[src/rtl/mem_dma.sv]
// Block-copy bus initiator: reads one word from src, writes it to dst, repeats
// for len elements while enforcing the system memory map.
module mem_dma #(
    parameter int LEN_W  = 16,
    parameter int STRIDE = 4
) (
    input  logic             clk,
    input  logic             rst_n,
    input  logic             start,
    input  logic [31:0]      src,
    input  logic [31:0]      dst,
    input  logic [LEN_W-1:0] len,
    input  logic             abort,
    output logic [31:0]      mem_addr,
    output logic             mem_wen,
    output logic [31:0]      mem_wdata,
    input  logic [31:0]      mem_rdata,
    output logic             busy,
    output logic             done,
    output logic             err,
    output logic [LEN_W-1:0] remaining
);

    typedef enum logic [2:0] {
        S_IDLE,
        S_READ,
        S_WRITE,
        S_DONE,
        S_ERR
    } state_e;

    localparam logic [31:0] STEP = 32'(STRIDE);

    state_e           state_q, state_d;
    logic [31:0]      src_q, src_d;
    logic [31:0]      dst_q, dst_d;
    logic [31:0]      buf_q, buf_d;
    logic [LEN_W-1:0] rem_q, rem_d;
    logic             err_q, err_d;

    // RAM, ROM and IO windows are contiguous from 0 up to the top of IO.
    function automatic logic is_mapped(input logic [31:0] addr);
        return addr <= 32'h0008_03FF;
    endfunction

    function automatic logic is_rom(input logic [31:0] addr);
        return (addr >= 32'h0004_0000) && (addr <= 32'h0007_FFFF);
    endfunction

    // NOTE: every output and next-state variable gets a default before the case
    // so no path leaves one unassigned, which would otherwise infer a latch.
    always_comb begin
        state_d   = state_q;
        src_d     = src_q;
        dst_d     = dst_q;
        buf_d     = buf_q;
        rem_d     = rem_q;
        err_d     = err_q;
        mem_addr  = 32'h0;
        mem_wen   = 1'b0;
        mem_wdata = 32'h0;
        busy      = 1'b0;
        done      = 1'b0;

        unique case (state_q)
            S_IDLE: begin
                if (start) begin
                    src_d   = src;
                    dst_d   = dst;
                    rem_d   = len;
                    err_d   = 1'b0;
                    state_d = (len == '0) ? S_DONE : S_READ;
                end
            end
            S_READ: begin
                busy     = 1'b1;
                mem_addr = src_q;
                if (!is_mapped(src_q)) begin
                    state_d = S_ERR;
                end else begin
                    buf_d   = mem_rdata;
                    src_d   = src_q + STEP;
                    state_d = abort ? S_IDLE : S_WRITE;
                end
            end
            S_WRITE: begin
                busy      = 1'b1;
                mem_addr  = dst_q;
                mem_wdata = buf_q;
                if (!is_mapped(dst_q) || is_rom(dst_q)) begin
                    state_d = S_ERR;
                end else begin
                    mem_wen = 1'b1;
                    dst_d   = dst_q + STEP;
                    rem_d   = rem_q - LEN_W'(1);
                    if (abort)                    state_d = S_IDLE;
                    else if (rem_q == LEN_W'(1))  state_d = S_DONE;
                    else                          state_d = S_READ;
                end
            end
            S_DONE: begin
                done    = 1'b1;
                state_d = S_IDLE;
            end
            S_ERR: begin
                err_d   = 1'b1;
                state_d = S_IDLE;
            end
            default: state_d = S_IDLE;
        endcase
    end

    // mem_wen is decoded from state_q, so the async reset drops it at once and
    // no partial write can land on the following edge.
    // NOTE: state registers use non-blocking assignments so every flop samples
    // the pre-edge value of its neighbours, matching the hardware.
    always_ff @(posedge clk or negedge rst_n) begin
        if (!rst_n) begin
            state_q <= S_IDLE;
            src_q   <= 32'h0;
            dst_q   <= 32'h0;
            buf_q   <= 32'h0;
            rem_q   <= '0;
            err_q   <= 1'b0;
        end else begin
            state_q <= state_d;
            src_q   <= src_d;
            dst_q   <= dst_d;
            buf_q   <= buf_d;
            rem_q   <= rem_d;
            err_q   <= err_d;
        end
    end

    assign err       = err_q;
    assign remaining = rem_q;

endmodule
[config.mk]
export PLATFORM = sky130hd
export DESIGN_NAME = mem_dma
export DESIGN_NICKNAME = d
export VERILOG_FILES = /design/src/rtl/mem_dma.sv
export SDC_FILE = /design/constraint.sdc
export NUM_CORES = 1
export LEC_CHECK = 0
export ABC_CLOCK_PERIOD_IN_PS = 5900
export CAP_MARGIN = 10
export CORE_UTILIZATION = 51
export CTS_CLUSTER_SIZE = 20
export DETAILED_ROUTE_END_ITERATION = 10
export PLACE_DENSITY = 0.86
export SLEW_MARGIN = 20
export SYNTH_ARGS = -nofsm -noshare
export SYNTH_HDL_FRONTEND = slang
export SYNTH_SLANG_ARGS = --single-unit
[constraint.sdc]
create_clock -name clk -period 5.9 [get_ports clk]
set_clock_uncertainty 0.05 [all_clocks]
set_input_delay 0.59 -clock clk [delete_from_list [all_inputs] [get_ports clk]]
set_output_delay 0.59 -clock clk [all_outputs]
set_load 0.01 [all_outputs]
Word-level counts from Yosys, hierarchy flattened
Cells that the tools add are included.

Output and inout bits: 84. Input port bits: 116. Register bits: 116. Word-level logic and storage cells: 59.

Reduce and logical (&&, ||, !) cells: 13. Multiplexer cells: 25. Order comparisons: 4. Equality and inequality tests: 8. Add/subtract/negate cells: 3.

Operator list (number): 32-bit one-hot mux with 2 select lines (3); 32-bit 2-to-1 mux (5); 32-bit by 3-bit adder with 32-bit output, second input constant (2); 32-bit by 20-bit <= comparator with 1-bit output, second input constant (2); 32-bit by 19-bit greater-or-equal comparator with 1-bit output, second input constant (1); 32-bit by 19-bit <= comparator with 1-bit output, second input constant (1); 16-bit 2-to-1 mux (2); 16-bit one-hot mux with 2 select lines (1); 16-bit by 1-bit == test with 1-bit output, second input constant (1); 16-bit logical NOT (1); 16-bit by 1-bit subtractor with 16-bit output, second input constant (1); 3-bit 2-to-1 mux (3); 3-bit one-hot mux with 3 select lines (1); 2-bit 2-to-1 mux (4); 3-bit by 2-bit == test with 1-bit output, second input constant (2); 2-bit != test, second input constant (3); 3-bit AND reduction (2); 2-bit nonzero test (3); 1-bit 2-to-1 mux (5); 2-bit AND reduction (2); 3-bit by 1-bit == test with 1-bit output, second input constant (1); 3-bit == test, second input constant (1); 3-bit logical NOT (1); 1-bit one-hot mux with 2 select lines (1); other kinds (4) (4).

Logic depth before layout (Yosys ltp)
Gate-level depths: netlist (run 1).

Depth in word-level cells: 5. Depth in mapped cells: 8. Depth with buffers taken out: 7.

Worst setup path before layout (run 1)
OpenSTA, ideal clock, no wires.

Path type: flip-flop to output port. From: reg state_q[1]. To: out mem_addr[11]. Required time: 5.260 ns. Path buffers: 4. Slack: 3.528 ns. Data arrival time: 1.732 ns. Stages on the path, launching flop included: 7. Cells stage by stage: dfrtp_1 -> clkbuf_1 -> nor3b_1 -> clkbuf_1 -> buf_2 -> buf_1 -> a22o_1.

Cells in the longest elaborated chain, start to end: 2. Elaborated cells between the ends (all ways): 3. Classes of those cells: eq/ne (2); mux (1).

RTL lines: start: declaration (RTL line 34) `state_e state_q, state_d;`; start signal: assignment (RTL line 126) `state_q <= state_d;`; 3-bit by 2-bit == test with 1-bit output or 3-bit by 1-bit == test with 1-bit output (tied branches) (RTL line 65) `unique case (state_q)`; 32-bit one-hot mux with 2 select lines * (RTL line 65); end: declaration (RTL line 14) `output logic [31:0] mem_addr,`.

Mark *: on every way between the ends. The rest lies on a longest branch, timed or not.

Final worst setup path (run 1)
From: reg state_q[2]. To: out mem_addr[15].

Same word-level chain as after synthesis.

==> results of run 1 <==
## worst max path at each step
| stage | start | to | depth (start not counted) |
|---|---|---|---|
| floorplan | state_q[1]$_DFFE_PN0P_ | mem_addr[11] | 6 |
| global placement | state_q[2]$_DFFE_PN0P_ | mem_addr[15] | 5 |
| detailed placement | state_q[2]$_DFFE_PN0P_ | mem_addr[15] | 5 |
| CTS | state_q[2]$_DFFE_PN0P_ | mem_addr[15] | 5 |
| global route | state_q[2]$_DFFE_PN0P_ | mem_addr[15] | 5 |
| finish | state_q[2]$_DFFE_PN0P_ | mem_addr[15] | 5 |
## per-layer routing
| metal | vias up | share of wire (%) | track usage, % |
|---|---|---|---|
| met4 | 0 | 1.4 | 9.44 |
| met2 | 322 | 47 | 47.0 |
| li1 | 3158 | - | - |
| met3 | 30 | 9.4 | 9.11 |
| met1 | 3122 | 42 | 40.2 |
| met5 | - | 0 | 0 |
## cell type report
class                      instances  area, um2
multi-input combinational        605       3250
fill                             949       3130
sequential                       116       2900
timing repair buffer             208       2060
clock buffer                      27        523
tap                              168        210
inverter                          17       63.8
clock inverter                     4       20.0
## power by group through the flow
stage / registers, uW / clock network (uW) / logic [uW]
after detailed placement: 1240 / 0 / 755
after global placement: 1240 / 0 / 739
final: 1240 / 936 / 761
after global routing: 1270 / 985 / 843
after floorplan: 1180 / 0 / 429
after CTS: 1230 / 945 / 760
## state kept, by name, indices dropped and copies added (netlist names)
name       count
err            1
buf_q         32
src_q         32
dst_q         32
remaining     16
state_q        3
## cells in the final DEF (no fill, tap or decap), types with 6 or more instances in the layout
cell type,netlist,final
a22oi_1,8,8
o22a_1,8,8
buf_4,0,10
clkdlybuf4s50_1,0,198
a22o_1,22,22
a31oi_1,12,12
a21oi_1,56,56
nor4_1,15,15
o22ai_1,19,19
and2_1,35,34
clkbuf_16,0,17
nor3_1,19,18
nor2_1,37,37
nand3_1,53,53
nand2_1,199,199
and3_1,11,11
nand4_1,12,12
dfrtp_1,116,116
o21ai_0,37,37
clkbuf_8,0,6
inv_1,17,17
## cell families (layout without fill, tap and decap cells)
logic type               Yosys count  after routing
AO/OA/AOI/OAI                    199            199
buffers and inverters             72            256
AND/OR/NAND/NOR                  401            401
flip-flops                       116            116
adder cells (fa/ha/maj)            5              5
## worst max-delay path, stage by stage (launching register included)
cell and delay (ns):
dfrtp_1 0.45, nor2_1 0.26, and2_4 0.75, nand2_1 0.21, o21ai_0 0.20, clkdlybuf4s50_1 0.61
## metrics by stage
| stage | instances | total power [uW] | setup WS [ns] |
|---|---|---|---|
| 2_1_floorplan | 793 | 1610 | 3.53 |
| 3_3_place_gp | 1114 | 1980 | 2.84 |
| 3_5_place_dp | 1114 | 2000 | 2.78 |
| 4_1_cts | 1145 | 2940 | 2.35 |
| 5_1_grt | 1145 | 3100 | 2.20 |
| 6_report | 1145 | 2940 | 2.37 |
==> impl_metrics.toml, run 1 <==
[cells_and_area]
drive_above_1_share_pct = 5.12
num_antenna_cells = 0
finalInstanceArea_mm2 = 0.00903
final_util_pct = 74.2
nets = 1086
area.growth.synth_to_final_pct = 40.7

[flow_run]
cap_violations = 0

[grt]
grt_pass1_vias = 6115
antenna_found_initial = 0
grt_max_degree = 92
grt_pass1_wl_mm = 30.4
gr-total-overflow = 0
grt_usage_pct = 30.1

[logic_synthesis]
syn_area_mm2 = 0.00642
syn_nets = 914
synth_fa_ha_area_share_pct = 0.975
yosysUniqueCellTypes = 52
synthSimpleGateAreaFrac_pct = 28.8
async_flop_share_pct = 100
synth_ff_type = "dfrtp_1"
synthMuxAreaShare_pct = 0
syn_inst = 793
synth_edf_count = 0
yosysTopAreaCell = "dfrtp_1"
synth_compound_area_share_pct = 20.3
yosysMostFrequentCell = "nand2_1"
synth_top_family_by_area = "simple AND/OR/NAND/NOR gates"
synth_common_cells = "nand2_1 (199), dfrtp_1 (116), a21oi_1 (56)"
synthXorXnorAreaFrac_pct = 0
netlist_top_cells_area = "dfrtp_1 (45%), nand2_1 (12%), a21oi_1 (4.4%), nand3_1 (4.1%), and2_1 (3.4%)"
yosysSeqAreaShare_pct = 45.2
ys_ff_latch = 116
syn-mean-instance-area_um2 = 8.09
synth_top_area_share_pct = 45.2
ys_warn_count = 0

[critical_path]
timing.rr.end = "src_q[7]$_DFFE_PN0P_"
crit_type = "flop to primary output"
critPathLaunchType = "flop"
crit_path_end_kind = "primary output"
rr_startpoint = "state_q[1]$_DFFE_PN0P_"
cp.required_ns = 5.26
cp_max_fo = 91
ff2ff_setup_slack_ns = 2.94
r2r_cells = 5
worstPathArrival_ns = 2.89

[clock_tree]
root_buffer = "clkbuf_16"
cts_resized = 0
cts_tree = "yes"
clock-sinks = 116
postCtsSetupRepairBufs = 0
insertion_delay_ns = 0.42
htreeDepth = 4
hold_buffers = 0
clk_path_buf_depth = 2
numCtsBuffers = 17
path_clk_slew_ns = 0.05

[sta]
fmax_ghz = 0.283
max_slew_margin_pct = 31.5
fin_setup_tns_ns = 0
worst_pin_slew_ns = 1.03
maxSlewViolCount = 0
hold_viol_final = 0
setup_viol = 0
finalCriticalPeriod_ns = 3.53
holdWs_ns = 0.162
rsz0062_at_grt = "no"
period_share_pct = 59.9

[drt]
ant_nets = 0
routedWlPerCell_um = 16.8
routed_via_density = 5.79
wl_mm = 19.2
dr.pass1.iters = 6
route.vias.total = 6632
drc_errors = 0
drt-initial-drc-count = 703

[power]
switching_share_pct = 32.7
powerDensity_mw_per_mm2 = 325
p_int_uw = 1980
irDropWorstVdd_mv = 0.244
clkPwrFrac_pct = 31.9
leakage_uw = 0.00378
p_comb_share_pct = 25.9
p_sw_uw = 960
p_seq_share_pct = 42.2

[place]
port_buffers = 199
detailed_place_hpwl_mm = 13.0
placed_cell_area_mm2 = 0.00849
globalplace.congestion = 0.859

[die]
fp.dieW_um = 114
io-pin-count = 200
row_count = 40
core_area_mm2 = 0.0122
die-area_mm2 = 0.0130
initial_core_util_pct = 52.8
die_y_um = 114

[run_status]
status = "completed"

[worst_hold_path]
hold_class = "input pin to async pin"
(Power assumes the default switching activity.)
==> inputs of run 2 (changes only) <==
--- a/config.mk
+++ b/config.mk
@@ -5,12 +5,12 @@
 export SDC_FILE = /design/constraint.sdc
 export NUM_CORES = 1
 export LEC_CHECK = 0
-export ABC_CLOCK_PERIOD_IN_PS = 5900
+export ABC_CLOCK_PERIOD_IN_PS = 3200
 export CAP_MARGIN = 10
-export CORE_UTILIZATION = 51
+export CORE_UTILIZATION = 43
 export CTS_CLUSTER_SIZE = 20
 export DETAILED_ROUTE_END_ITERATION = 10
-export PLACE_DENSITY = 0.86
+export PLACE_DENSITY = 0.78
 export SLEW_MARGIN = 20
 export SYNTH_ARGS = -nofsm -noshare
 export SYNTH_HDL_FRONTEND = slang
==> constraint.sdc (replaced) <==
create_clock -name clk -period 3.2 [get_ports clk]
set_clock_uncertainty 0.05 [all_clocks]
set_input_delay 0.32 -clock clk [delete_from_list [all_inputs] [get_ports clk]]
set_output_delay 0.32 -clock clk [all_outputs]
set_load 0.01 [all_outputs]
==> impl_metrics.toml, run 2 (same netlist as run 1, synthesis figures left out) <==
[clock_tree]
htreeDepth = 4
path_clk_slew_ns = 0.05
insertion_delay_ns = 0.41
cts_tree = "yes"
clock-sinks = 116
clk_path_buf_depth = 2
root_buffer = "clkbuf_16"
postCtsSetupRepairBufs = 0
numCtsBuffers = 17
cts_resized = 0

[grt]
gr-total-overflow = 0
grt_max_degree = 61
grt_usage_pct = 27.7
antenna_found_initial = 0
grt_pass1_wl_mm = 32.4
grt_pass1_vias = 6219

[sta]
max_slew_margin_pct = 45.1
period_share_pct = 94.3
setup_ws_ns = 0.182
fin_setup_tns_ns = 0
worst_pin_slew_ns = 0.817
hold_viol_final = 0
fmax_ghz = 0.331
holdWs_ns = 0.386
finalCriticalPeriod_ns = 3.02
setup_viol = 0
rsz0062_at_grt = "no"
maxSlewViolCount = 0

[die]
fp.dieW_um = 124
io-pin-count = 200
die-area_mm2 = 0.0154
core_area_mm2 = 0.0145
row_count = 44
initial_core_util_pct = 44.2
die_y_um = 124

[place]
detailed_place_hpwl_mm = 14.5
port_buffers = 199
dpl_worst_slack_ns = 0.564
globalplace.congestion = 0.907

[drt]
routed_via_density = 5.81
dr.pass1.iters = 5
drc_errors = 0
top_layer_used = "met4"
wl_met2_mm = 9.60
wl_mm = 20.9
routedWlPerCell_um = 17.9
drt-initial-drc-count = 925
ant_nets = 0
wl_met3_mm = 1.86
route.vias.total = 6804
wl_met1_mm = 9.05

[cells_and_area]
top_regs = "buf_q x32, dst_q x32, src_q x32"
nFillCells = 1310
nets = 1099
layout_common_cells = "nand2_1 (199), clkdlybuf4s50_1 (198), dfrtp_1 (116)"
area.growth.synth_to_final_pct = 43.6
layout_commonest_cell = "nand2_1"
num_antenna_cells = 0
drive_above_1_share_pct = 6.28

[critical_path]
cp_num_buf_inv = 2
critPathLaunchType = "flop"
max_stage_delay_ns = 0.68
cp_max_fo = 17
cp.required_ns = 2.83
crit_type = "flop to primary output"
cpMaxStageDelayCell = "or3b_1"
crit_path_end_kind = "primary output"
cp_cell_sequence = "or3b_1, buf_4, o21ai_0, clkdlybuf4s50_1"
cpLargestDelayFamily = "buffers and inverters"
worstPathArrival_ns = 2.65

[flow_run]
cap_violations = 0

[run_status]
status = "completed"

[power]
irDropWorstVdd_mv = 0.403
powerDensity_mw_per_mm2 = 613
leakage_uw = 0.00386

[worst_hold_path]
hold_class = "input pin to flop"
-- run 2: metrics by stage --
step	util (%)	power [uW]	instance area, um2	std cells
4_1_cts	63.4	5640	9210	1171
6_report	63.4	5650	9220	1172
3_5_place_dp	59.3	3740	8610	1141
3_3_place_gp	59.3	3700	8610	1141
5_1_grt	63.4	5940	9220	1172
2_1_floorplan	-	2970	6420	793
-- run 2: cell type report --
cell class                      count  area [um2]  area share [%]
Clock buffer                       25         515            5.59
Clock inverter                      4        70.1           0.760
Inverter                           17        63.8           0.692
Multi-Input combinational cell    606        3260            35.4
Sequential cell                   116        2900            31.5
Tap cell                          184         230            2.50
Timing Repair Buffer              220        2170            23.6
-- run 2: worst paths after layout --
path                                             endpoint  depth (start not counted)  slack (ns)                    from
worst max-delay path                         mem_addr[12]                          4        0.18  state_q[1]$_DFFE_PN0P_
worst min-delay path                 buf_q[5]$_DFFE_PN0P_                          3        0.39            mem_rdata[5]
worst max register to register       src_q[6]$_DFFE_PN0P_                          6        0.63  state_q[1]$_DFFE_PN0P_
worst min register to register      buf_q[20]$_DFFE_PN0P_                          2        0.40   buf_q[20]$_DFFE_PN0P_
max in group asynchronous        remaining[7]$_DFFE_PN0P_                          3        1.79                   rst_n
min in group asynchronous       remaining[10]$_DFFE_PN0P_                          2        0.43                   rst_n
-- run 2: worst register-to-register path, cell delays in order (launching register included) --
cell and delay [ns]:
dfrtp_1 0.50, or3b_1 0.69, buf_4 0.30, nor3_4 0.43
buf_12 0.25, o22ai_1 0.11, a22oi_1 0.16
-- run 2: routing by layer --
layer,vias to the layer above,track usage [%]
li1,3189,-
met1,3240,38.5
met2,337,41.9
met3,38,7.65
met4,0,7.96
met5,-,0
-- run 2: what timing repair did --
action	in CTS	in global routing
hold buffers	1	0
hold endpoints to repair	50	0
setup endpoints to repair	0	16
-- run 2: report_power, final --
group | leakage (uW) | switching [uW] | internal [uW]
sequential | 0.00128 | 481 | 1840
combinational | 0.00229 | 719 | 711
clock | 0.000291 | 641 | 1250
==> inputs of run 3 (changes only) <==
--- a/config.mk
+++ b/config.mk
@@ -10,7 +10,7 @@
 export CORE_UTILIZATION = 43
 export CTS_CLUSTER_SIZE = 20
 export DETAILED_ROUTE_END_ITERATION = 10
-export PLACE_DENSITY = 0.78
+export PLACE_DENSITY_LB_ADDON = 0.25
 export SLEW_MARGIN = 20
 export SYNTH_ARGS = -nofsm -noshare
 export SYNTH_HDL_FRONTEND = slang
==> impl_metrics.toml, run 3 (same netlist as run 1, synthesis figures left out) <==
[drt]
wl_mm = 20.7
dr.pass1.iters = 5
drt-initial-drc-count = 668
routed_via_density = 5.74
wl_met3_mm = 1.74
wl_met1_mm = 8.97
route.vias.total = 6740
top_layer_used = "met4"
ant_nets = 0
wl_met2_mm = 9.55
drc_errors = 0
routedWlPerCell_um = 17.6

[power]
leakage_uw = 0.00386
finalPower_uw = 5570
irDropWorstVdd_mv = 0.418
powerDensity_mw_per_mm2 = 605

[die]
row_count = 44
die_y_um = 124
fp.dieW_um = 124
io-pin-count = 200
die-area_mm2 = 0.0154
core_area_mm2 = 0.0145
initial_core_util_pct = 44.2

[cells_and_area]
drive_above_1_share_pct = 6.16
num_antenna_cells = 0
top_regs = "buf_q x32, dst_q x32, src_q x32"
finalInstanceArea_mm2 = 0.00920
area.growth.synth_to_final_pct = 43.3
layout_commonest_cell = "nand2_1"
nFillCells = 1304
nets = 1100
layout_common_cells = "nand2_1 (199), clkdlybuf4s50_1 (198), dfrtp_1 (116)"

[grt]
grt_pass1_vias = 6313
grt_max_degree = 80
antenna_found_initial = 0
gr-total-overflow = 0
grt_pass1_wl_mm = 32.3
grt_usage_pct = 27.4

[critical_path]
ff2ff_setup_slack_ns = 0.61
cp-startpoint = "state_q[2]$_DFFE_PN0P_"
cp_max_fo = 15
timing.rr.end = "remaining[15]$_DFFE_PN0P_"
cpMaxStageDelayCell = "clkdlybuf4s50_1"
rr_startpoint = "state_q[2]$_DFFE_PN0P_"
max_stage_delay_ns = 0.61
critPathLaunchType = "flop"
worstPathArrival_ns = 2.66
r2r_cells = 6
endpoint = "mem_addr[2]"
cp_cell_sequence = "nor2_1, nand2_1, o21ai_0, clkdlybuf4s50_1"
crit_type = "flop to primary output"
cp.required_ns = 2.83
crit_path_end_kind = "primary output"

[sta]
period_share_pct = 94.7
setup_viol = 0
max_slew_margin_pct = 44.8
maxSlewViolCount = 0
fin_setup_tns_ns = 0
hold_viol_final = 0
setup_ws_ns = 0.168
rsz0062_at_grt = "no"
fmax_ghz = 0.330
worst_pin_slew_ns = 0.822
finalCriticalPeriod_ns = 3.03

[place]
globalplace.congestion = 0.856
placed_cell_area_mm2 = 0.00862
detailed_place_hpwl_mm = 14.4
port_buffers = 199
dpl_worst_slack_ns = 0.627

[run_status]
status = "completed"

[clock_tree]
root_buffer = "clkbuf_16"
clk_path_buf_depth = 2
insertion_delay_ns = 0.41
htreeDepth = 4
cts_tree = "yes"
path_clk_slew_ns = 0.05
postCtsSetupRepairBufs = 0
cts_resized = 0
clock-sinks = 116
numCtsBuffers = 17

[flow_run]
cap_violations = 0

[worst_hold_path]
hold_class = "input pin to async pin"
## run 3: cell types whose count changed in the layout (fill, tap and decap cells not counted)
cell	before	now
buf_4	19	20
clkbuf_1	2	5
clkbuf_8	6	3
clkinv_2	2	3
## run 3: stage by stage
step	utilization [%]	instances	hold WS, ns
6_report	63.3	1174	0.375
2_1_floorplan	-	793	-0.0256
3_5_place_dp	59.3	1142	0.271
3_3_place_gp	59.3	1142	0.269
5_1_grt	63.3	1174	0.384
4_1_cts	63.2	1173	0.377
## run 3: power by group
group / switching, uW / internal [uW]
registers: 473 / 1850
logic: 711 / 711
clock network: 635 / 1190
## run 3: area by class of cell
class / instances / area [um2] / area share (%)
Clock buffer: 25 / 485 / 5.28
Clock inverter: 5 / 75.1 / 0.816
Inverter: 17 / 63.8 / 0.694
Multi-Input combinational cell: 606 / 3260 / 35.4
Sequential cell: 116 / 2900 / 31.6
Tap cell: 184 / 230 / 2.50
Timing Repair Buffer: 221 / 2180 / 23.7
## run 3: worst min path at each step
stage                       from                        end  cells past startpoint
after floorplan            rst_n       buf_q[0]$_DFFE_PN0P_                      0
after global placement     rst_n  remaining[10]$_DFFE_PN0P_                      1
after detailed placement   rst_n  remaining[10]$_DFFE_PN0P_                      1
after CTS                  rst_n  remaining[10]$_DFFE_PN0P_                      2
after global routing      dst[0]       dst_q[0]$_DFFE_PN0P_                      3
final                      rst_n  remaining[10]$_DFFE_PN0P_                      2
## run 3: worst max-delay path: cells and delay by family, from the launching register on
kind            cells  cell delay, ns
buf+inv             1            0.61
flops               1            0.45
compound gates      1            0.38
simple gates        2            0.80
## run 3: what timing repair did
action,CTS,global route
hold endpoints to repair,37,0
hold buffers,1,0
endpoints found under the setup margin,0,1
## run 3: routing by layer
layer | track usage (%) | vias up
met5 | 0 | -
met4 | 10.2 | 0
met3 | 6.68 | 29
met2 | 42.1 | 312
met1 | 37.4 | 3219
li1 | - | 3180
